## src/rtl/cp0_regfile_if.sv

```systemverilog
// CP0 shared types and the WB <-> CP0 register access interface.
// addr is {rd[4:0], sel[2:0]}; rdata is combinational from CP0 state.
package cp0_pkg;

  localparam logic [4:0] CR_BADVADDR = 5'd8;
  localparam logic [4:0] CR_COUNT    = 5'd9;
  localparam logic [4:0] CR_COMPARE  = 5'd11;
  localparam logic [4:0] CR_STATUS   = 5'd12;
  localparam logic [4:0] CR_CAUSE    = 5'd13;
  localparam logic [4:0] CR_EPC      = 5'd14;

  localparam logic [4:0] EXC_ADEL = 5'h04;
  localparam logic [4:0] EXC_ADES = 5'h05;
  localparam logic [4:0] EXC_SYS  = 5'h08;
  localparam logic [4:0] EXC_OV   = 5'h0c;

  typedef struct packed {
    logic        bd;
    logic        ex;
    logic [4:0]  exccode;
    logic [31:0] badvaddr;
  } exception_t;

  typedef struct packed {
    logic        eret_flush;
    exception_t  exception;
    logic [31:0] pc;
  } ws_to_c0_bus_t;

  typedef struct packed {
    logic ex;
    logic eret;
  } pipeline_flush_t;

endpackage

interface WB_C0_Interface;
  logic        we;
  logic [7:0]  addr;
  logic [31:0] wdata;
  logic [31:0] rdata;

  modport WB (
    output we, addr, wdata,
    input  rdata
  );

  modport C0 (
    input  we, addr, wdata,
    output rdata
  );
endinterface

```

## src/rtl/cp0_regfile.sv

```systemverilog
// CP0 register file and exception controller fed by WB commits.
// Drives flush/redirect and the pending-interrupt flag back to ID.
module cp0_regfile
  import cp0_pkg::*;
#(
  parameter logic [31:0] EX_ENTRY = 32'hbfc00380
) (
  input  logic              clk,
  input  logic              reset,
  input  logic [5:0]        ext_int_in,
  input  ws_to_c0_bus_t     ws_to_c0_bus,
  WB_C0_Interface.C0        c0,
  output pipeline_flush_t   c0_flush,
  output logic [31:0]       c0_flush_target,
  output logic              has_int
);

  logic [7:0]  im_q, im_d;
  logic        exl_q, exl_d;
  logic        ie_q, ie_d;
  logic        bd_q, bd_d;
  logic        ti_q, ti_d;
  logic [4:0]  exccode_q, exccode_d;
  logic [7:2]  ip_hw_q, ip_hw_d;
  logic [1:0]  ip_sw_q, ip_sw_d;
  logic [31:0] epc_q, epc_d;
  logic [31:0] badvaddr_q, badvaddr_d;
  logic [31:0] count_q, count_d;
  logic [31:0] compare_q, compare_d;
  logic        tick_q, tick_d;

  logic        ex;
  logic        eret;
  logic        sel_ok;
  logic        wr;
  logic [4:0]  rnum;
  logic [7:0]  ip;
  logic [31:0] status;
  logic [31:0] cause;

  assign ex     = ws_to_c0_bus.exception.ex;
  assign eret   = ws_to_c0_bus.eret_flush;
  assign rnum   = c0.addr[7:3];
  assign sel_ok = c0.addr[2:0] == 3'd0;
  assign wr     = c0.we & sel_ok & ~ex & ~eret;

  assign ip     = {ip_hw_q, ip_sw_q};
  assign status = {9'b0, 1'b1, 6'b0, im_q,
                   6'b0, exl_q, ie_q};
  assign cause  = {bd_q, ti_q, 14'b0, ip,
                   1'b0, exccode_q, 2'b0};

  assign c0_flush.ex     = ex;
  assign c0_flush.eret   = eret & ~ex;
  assign c0_flush_target = ex ? EX_ENTRY : epc_q;
  assign has_int = (|(ip & im_q)) & ie_q & ~exl_q;

  always_comb begin
    c0.rdata = 32'b0;
    if (sel_ok) begin
      unique case (1'b1)
        rnum == CR_BADVADDR: c0.rdata = badvaddr_q;
        rnum == CR_COUNT:    c0.rdata = count_q;
        rnum == CR_COMPARE:  c0.rdata = compare_q;
        rnum == CR_STATUS:   c0.rdata = status;
        rnum == CR_CAUSE:    c0.rdata = cause;
        rnum == CR_EPC:      c0.rdata = epc_q;
        default:             c0.rdata = 32'b0;
      endcase
    end
  end

  always_comb begin
    im_d       = im_q;
    exl_d      = exl_q;
    ie_d       = ie_q;
    bd_d       = bd_q;
    exccode_d  = exccode_q;
    ip_sw_d    = ip_sw_q;
    epc_d      = epc_q;
    badvaddr_d = badvaddr_q;
    compare_d  = compare_q;
    ip_hw_d    = {ext_int_in[5] | ti_q, ext_int_in[4:0]};
    tick_d     = ~tick_q;
    count_d    = count_q + {31'b0, tick_q};
    ti_d       = ti_q | (count_q == compare_q);
    if (ex) begin
      exl_d     = 1'b1;
      exccode_d = ws_to_c0_bus.exception.exccode;
      if (!exl_q) begin
        bd_d  = ws_to_c0_bus.exception.bd;
        epc_d = ws_to_c0_bus.exception.bd
              ? ws_to_c0_bus.pc - 32'd4
              : ws_to_c0_bus.pc;
      end
      if (ws_to_c0_bus.exception.exccode == EXC_ADEL ||
          ws_to_c0_bus.exception.exccode == EXC_ADES)
        badvaddr_d = ws_to_c0_bus.exception.badvaddr;
    end else if (eret) begin
      exl_d = 1'b0;
    end else if (wr) begin
      unique case (1'b1)
        rnum == CR_STATUS: begin
          im_d  = c0.wdata[15:8];
          exl_d = c0.wdata[1];
          ie_d  = c0.wdata[0];
        end
        rnum == CR_CAUSE: ip_sw_d = c0.wdata[9:8];
        rnum == CR_EPC:   epc_d = c0.wdata;
        rnum == CR_COUNT: begin
          count_d = c0.wdata;
          tick_d  = 1'b0;
        end
        // A Compare write wins over a same-cycle match
        rnum == CR_COMPARE: begin
          compare_d = c0.wdata;
          ti_d      = 1'b0;
        end
        default: ;
      endcase
    end
  end

  always_ff @(posedge clk) begin
    if (reset) begin
      im_q       <= 8'b0;
      exl_q      <= 1'b0;
      ie_q       <= 1'b0;
      bd_q       <= 1'b0;
      ti_q       <= 1'b0;
      exccode_q  <= 5'b0;
      ip_hw_q    <= 6'b0;
      ip_sw_q    <= 2'b0;
      epc_q      <= 32'b0;
      badvaddr_q <= 32'b0;
      count_q    <= 32'b0;
      compare_q  <= 32'b0;
      tick_q     <= 1'b0;
    end else begin
      im_q       <= im_d;
      exl_q      <= exl_d;
      ie_q       <= ie_d;
      bd_q       <= bd_d;
      ti_q       <= ti_d;
      exccode_q  <= exccode_d;
      ip_hw_q    <= ip_hw_d;
      ip_sw_q    <= ip_sw_d;
      epc_q      <= epc_d;
      badvaddr_q <= badvaddr_d;
      count_q    <= count_d;
      compare_q  <= compare_d;
      tick_q     <= tick_d;
    end
  end

endmodule

```

## src/flat_wrapper.sv

```systemverilog
// flat-port wrapper written by rule: the top's interface ports become plain ports
module cp0_regfile_flat import cp0_pkg::*;
#(
  parameter logic [31:0] EX_ENTRY = 32'hbfc00380
)
  (clk, reset, ext_int_in, ws_to_c0_bus, c0_flush, c0_flush_target, has_int, c0_we, c0_addr, c0_wdata, c0_rdata);
  WB_C0_Interface c0_i ();
  input  logic clk;
  input  logic reset;
  input  logic [5:0] ext_int_in;
  input  ws_to_c0_bus_t ws_to_c0_bus;
  output pipeline_flush_t c0_flush;
  output logic [31:0] c0_flush_target;
  output logic has_int;
  input wire logic [$bits(c0_i.we)-1:0] c0_we;
  input wire logic [$bits(c0_i.addr)-1:0] c0_addr;
  input wire logic [$bits(c0_i.wdata)-1:0] c0_wdata;
  output wire logic [$bits(c0_i.rdata)-1:0] c0_rdata;
  assign c0_i.we = c0_we;
  assign c0_i.addr = c0_addr;
  assign c0_i.wdata = c0_wdata;
  assign c0_rdata = c0_i.rdata;
  cp0_regfile #(.EX_ENTRY(EX_ENTRY)) u_core (.clk(clk), .reset(reset), .ext_int_in(ext_int_in), .ws_to_c0_bus(ws_to_c0_bus), .c0(c0_i), .c0_flush(c0_flush), .c0_flush_target(c0_flush_target), .has_int(has_int));
endmodule
```

## config.mk

```make
export PLATFORM = sky130hd
export DESIGN_NAME = cp0_regfile_flat
export DESIGN_NICKNAME = d
export VERILOG_FILES = /design/src/rtl/cp0_regfile_if.sv /design/src/rtl/cp0_regfile.sv /design/src/flat_wrapper.sv
export SDC_FILE = /design/constraint.sdc
export NUM_CORES = 1
export LEC_CHECK = 0
export ABC_AREA = 1
export CORE_MARGIN = 4
export CORE_UTILIZATION = 52
export DETAILED_ROUTE_END_ITERATION = 6
export PLACE_DENSITY_LB_ADDON = 0.12
export RECOVER_POWER = 100
export SETUP_SLACK_MARGIN = 0.4
export SLEW_MARGIN = 20
export SYNTH_ARGS = -nofsm -noshare
export SYNTH_HDL_FRONTEND = slang
export SYNTH_SLANG_ARGS = --single-unit
```

## constraint.sdc

```tcl
create_clock -name clk -period 2.85 [get_ports clk]
set_input_delay 0.855 -clock clk [delete_from_list [all_inputs] [get_ports clk]]
set_output_delay 0.855 -clock clk [all_outputs]
set_load 0.1 [all_outputs]
```

==> flow_summary_export.csv <==
group,metric,value,unit
setup_path,worstSetupStartpointType,"primary input",
setup_path,cpMaxStageDelayCell,"sky130_fd_sc_hd__a21oi_1",
setup_path,path_depth,16,
power,p_leak,6.03,nW
cells_and_area,layout.filler_cells,1027,
cts,clock_sinks,154,
routing,dr.first_iter.drc_count,1690,
cts,cts_tree,"built",
routing,drc,0,
routing,drt_first_pass_iters,7,
power,power_density,399,mW/mm^2
timing,drv_slew,0,
synthesis,yosys.area_share.adder,0.410,%
timing,finalWorstSetupSlack,-0.306,ns
timing,worst_slew_margin_rel,13.1,%
timing,finClkSkew,0.00814,ns
die,die_area,0.0198,mm^2
setup_path,crit_arrival,3.48,ns
cts,clk_pin_slew_worst_paths,0.07,ns
global_routing,grt_pass1_vias,11031,
synthesis,yosys.cell_count.top_type,"sky130_fd_sc_hd__nor2_1",
global_routing,grt_start_max_net_pins,50,
power,report.power.total,5.74,mW
timing,period_minus_ws_final,3.16,ns
timing,totalNegativeSetupSlack,-14.96,ns
setup_path,crit_path_end_kind,"flop",
cts,ctsRootBufferMaster,"sky130_fd_sc_hd__clkbuf_16",
cells_and_area,area.growth.synth_to_final,57.1,%
timing,fmax,317,MHz
cts,cts-hold-fix-buffers,0,
synthesis,synth_top_area_cell,"sky130_fd_sc_hd__dfxtp_1",
synthesis,synth_compound_gate_area_share,19.6,%
synthesis,synthesis.instances,1424,
routing,wl_met3,5140,um
routing,routed_wl,41200,um
setup_path,setup.worst_path.start,"c0_addr[0]",
run_status,failed_checks,"setup timing",
die,initial_core_utilization,52.9,%
placement,place_area,0.0133,mm^2
synthesis,number_of_unique_standard_cell_types_used_by_synthesis,44,
flow_run,drv_cap,0,
placement,dpl.cell_count,1864,
routing,post_drt_wl_per_cell,21.4,um
setup_path,reg2reg_setup_slack,0.61,ns
synthesis,asyncSetResetFlopFracSynth,0,%
setup_path,worstPathCellList,"dlymetal6s2s_1 -> nor2_4 -> nand2_2 -> buf_12 -> clkbuf_2 -> buf_6 -> buf_4 -> nor2_1 -> buf_4 -> a21oi_1 -> clkinv_1 -> buf_12 -> o21ai_2 -> inv_1 -> nand2_1 -> inv_1",
synthesis,synth_common_cells,"261 x sky130_fd_sc_hd__nor2_1, 248 x sky130_fd_sc_hd__nand2_1, 159 x sky130_fd_sc_hd__inv_1, 154 x sky130_fd_sc_hd__dfxtp_1, 143 x sky130_fd_sc_hd__o21ai_0",
setup_path,reg2regPathDepth,11,
synthesis,nets_in_the_synthesized_netlist,1548,
routing,wl_met2,18600,um
synthesis,synth_mux_area_share,0,%
routing,vias_per_cell,6.04,
global_routing,grt_overflow,0,
timing,rsz0062_at_grt,"yes",
die,io-pin-count,188,
global_routing,globalRouteTotalUtil,38.3,%
synthesis,synth_top_area_share,33.7,%
routing,drt-met1-wl,15400,um
die,dieWidth,141,um
setup_path,crit_path_end,"u_core.epc_q[17]",
timing,finalHoldWorstSlack,0.445,ns
placement,post-place-ws,-0.826,ns
setup_path,critical-path-max-stage-delay,0.43,ns
setup_path,regToRegEndpoint,"u_core.count_q[16]",
synthesis,synthesized_area_fraction_occupied_by_xor_and_xnor_cells,4.69,%
synthesis,synth.area.top_cells,"sky130_fd_sc_hd__dfxtp_1 34%, sky130_fd_sc_hd__nor2_1 11%, sky130_fd_sc_hd__nand2_1 10%",
synthesis,main_combinational_cell_family_by_area_after_synthesis,"simple AND/OR/NAND/NOR gates",
cts,clock_tree.htree_level_count,4,
synthesis,synthFlopType,"sky130_fd_sc_hd__dfxtp_1",
synthesis,synth.ff_latch_count,154,
placement,port_buffers,187,
cts,cts_buffer_depth,2,
synthesis,post_synth_and_or_nand_nor_area_fraction,31.2,%
routing,topRoutingLayerUsed,"met4",
timing,finalCritPeriodShare,111,%
synthesis,syn-mean-instance-area,6.43,um^2
global_routing,antenna_violations_before_repair,1,
setup_path,critPathBufInv,10,
run_status,outcome,"finished, violations left",
hold_path,worst_hold_path_type,"reg2reg",
cells_and_area,finalNetCount,1810,
setup_path,crit-reg2reg-launch,"u_core.count_q[0]",
routing,final_antenna_net_count,0,
placement,place.gp.congestion,1.01,
synthesis,ys_seq_area_share,33.7,%
cells_and_area,final_cell_count_no_fill,1925,
cells_and_area,final_core_util,83.2,%
timing,timing_hold_violations_final,0,
timing,setup_violations,92,
cts,clkLatencyLatePin,0.43,ns
setup_path,critPathKind,"in2reg",
power,max-vdd-ir-drop,578,uV
cells_and_area,final_design_area_no_fill,0.0144,mm^2
setup_path,critical_path_required,3.18,ns
die,core_area,0.0173,mm^2
synthesis,synth_enable_flop_cells,0,
synthesis,synthesis.area,0.00915,mm^2
die,std_cell_rows,48,
setup_path,highest_net_fanout_along_the_worst_path,7,
cts,numCtsBuffers,17,
placement,hpwlAfterDp,28100,um
routing,num_vias,11633,
global_routing,grt_first_pass_wirelength,60000,um
timing,tightest_slew,1.30,ns
synthesis,synth.yosys.warnings,0,
setup_path,cp_top_family,"buffers and inverters",
cells_and_area,final_layout_size_suffix_gt1_share,26.4,%
die,die_h,141,um
-- cell type report --
cell class	count	area, um^2	area share, %
multi-input cells	1033	6330	44.0
flip-flops and latches	154	3080	21.4
diodes	1	2.50	0.0174
repair inverters	1	6.26	0.0435
clock buffers	17	425	2.96
clock inverters	15	180	1.25
inverters	169	669	4.65
repair buffers	310	3400	23.6
well taps	225	282	1.96
-- routing by layer --
metal  GRT usage (%)  vias up
met3            8.34      185
met1            50.3     5370
met2            60.7      904
met4            16.9        0
met5               0        -
li1                -     5174
-- state kept, by name (all words and copies together) (netlist names), 2 cells and up --
name	count
u_core.badvaddr_q	32
u_core.compare_q	32
u_core.count_q	32
u_core.epc_q	32
u_core.im_q	8
u_core.ip_hw_q	6
u_core.exccode_q	5
u_core.ip_sw_q	2
-- kinds of logic (layout without fill, tap and decap cells) --
| group | Yosys count | count (layout) |
|---|---|---|
| simple gates | 659 | 659 |
| compound gates | 322 | 322 |
| buf+inv | 237 | 512 |
| flops | 154 | 154 |
| xor+xnor | 49 | 49 |
| fa+ha+maj | 3 | 3 |
| other cells | 0 | 1 |
-- how the worst min path moves through the flow --
stage | start | end | slack (ns) | cells after the start
finish | u_core.tick_q | u_core.tick_q | 0.45 | 1
global route | u_core.tick_q | u_core.tick_q | 0.46 | 1
CTS | u_core.tick_q | u_core.tick_q | 0.44 | 1
detailed placement | u_core.tick_q | u_core.tick_q | 0.43 | 1
global placement | u_core.tick_q | u_core.tick_q | 0.44 | 1
floorplan | u_core.tick_q | u_core.tick_q | 0.40 | 1
-- cell usage in the layout (no fill, tap or decap), types with 8 or more instances in the layout --
cell type	instances
sky130_fd_sc_hd__nand2_1	219
sky130_fd_sc_hd__nor2_1	210
sky130_fd_sc_hd__dfxtp_1	154
sky130_fd_sc_hd__inv_1	152
sky130_fd_sc_hd__o21ai_0	120
sky130_fd_sc_hd__clkdlybuf4s50_1	109
sky130_fd_sc_hd__a21oi_1	76
sky130_fd_sc_hd__buf_4	73
sky130_fd_sc_hd__buf_12	59
sky130_fd_sc_hd__nand3_1	58
sky130_fd_sc_hd__nor2_4	52
sky130_fd_sc_hd__xor2_1	34
sky130_fd_sc_hd__clkbuf_2	30
sky130_fd_sc_hd__nand4_1	20
sky130_fd_sc_hd__nand2_2	18
sky130_fd_sc_hd__o21ai_1	18
sky130_fd_sc_hd__nor3_1	18
sky130_fd_sc_hd__clkbuf_16	18
sky130_fd_sc_hd__buf_6	18
sky130_fd_sc_hd__o21ai_2	16
sky130_fd_sc_hd__nand2_4	15
sky130_fd_sc_hd__xnor2_1	15
sky130_fd_sc_hd__nor2_2	14
sky130_fd_sc_hd__a221oi_2	11
sky130_fd_sc_hd__o21bai_1	11
sky130_fd_sc_hd__inv_2	10
sky130_fd_sc_hd__a21oi_2	10
sky130_fd_sc_hd__a31oi_4	10
sky130_fd_sc_hd__or2_2	10
sky130_fd_sc_hd__o22ai_2	8
-- power by group --
part | total, mW | internal, mW | leakage, nW | switching, mW
logic | 1.10 | 0.410 | 4.49 | 0.689
clock network | 2.37 | 1.32 | 0.287 | 1.05
registers | 2.27 | 2.21 | 1.25 | 0.0579
-- timing repair --
item	CTS	global route
setup endpoints to repair	79	83
cloned	3	1
buffers inserted	13	11
gates resized for setup	154	59
pin swaps	33	32
Power figures use the tool's default switching activity.
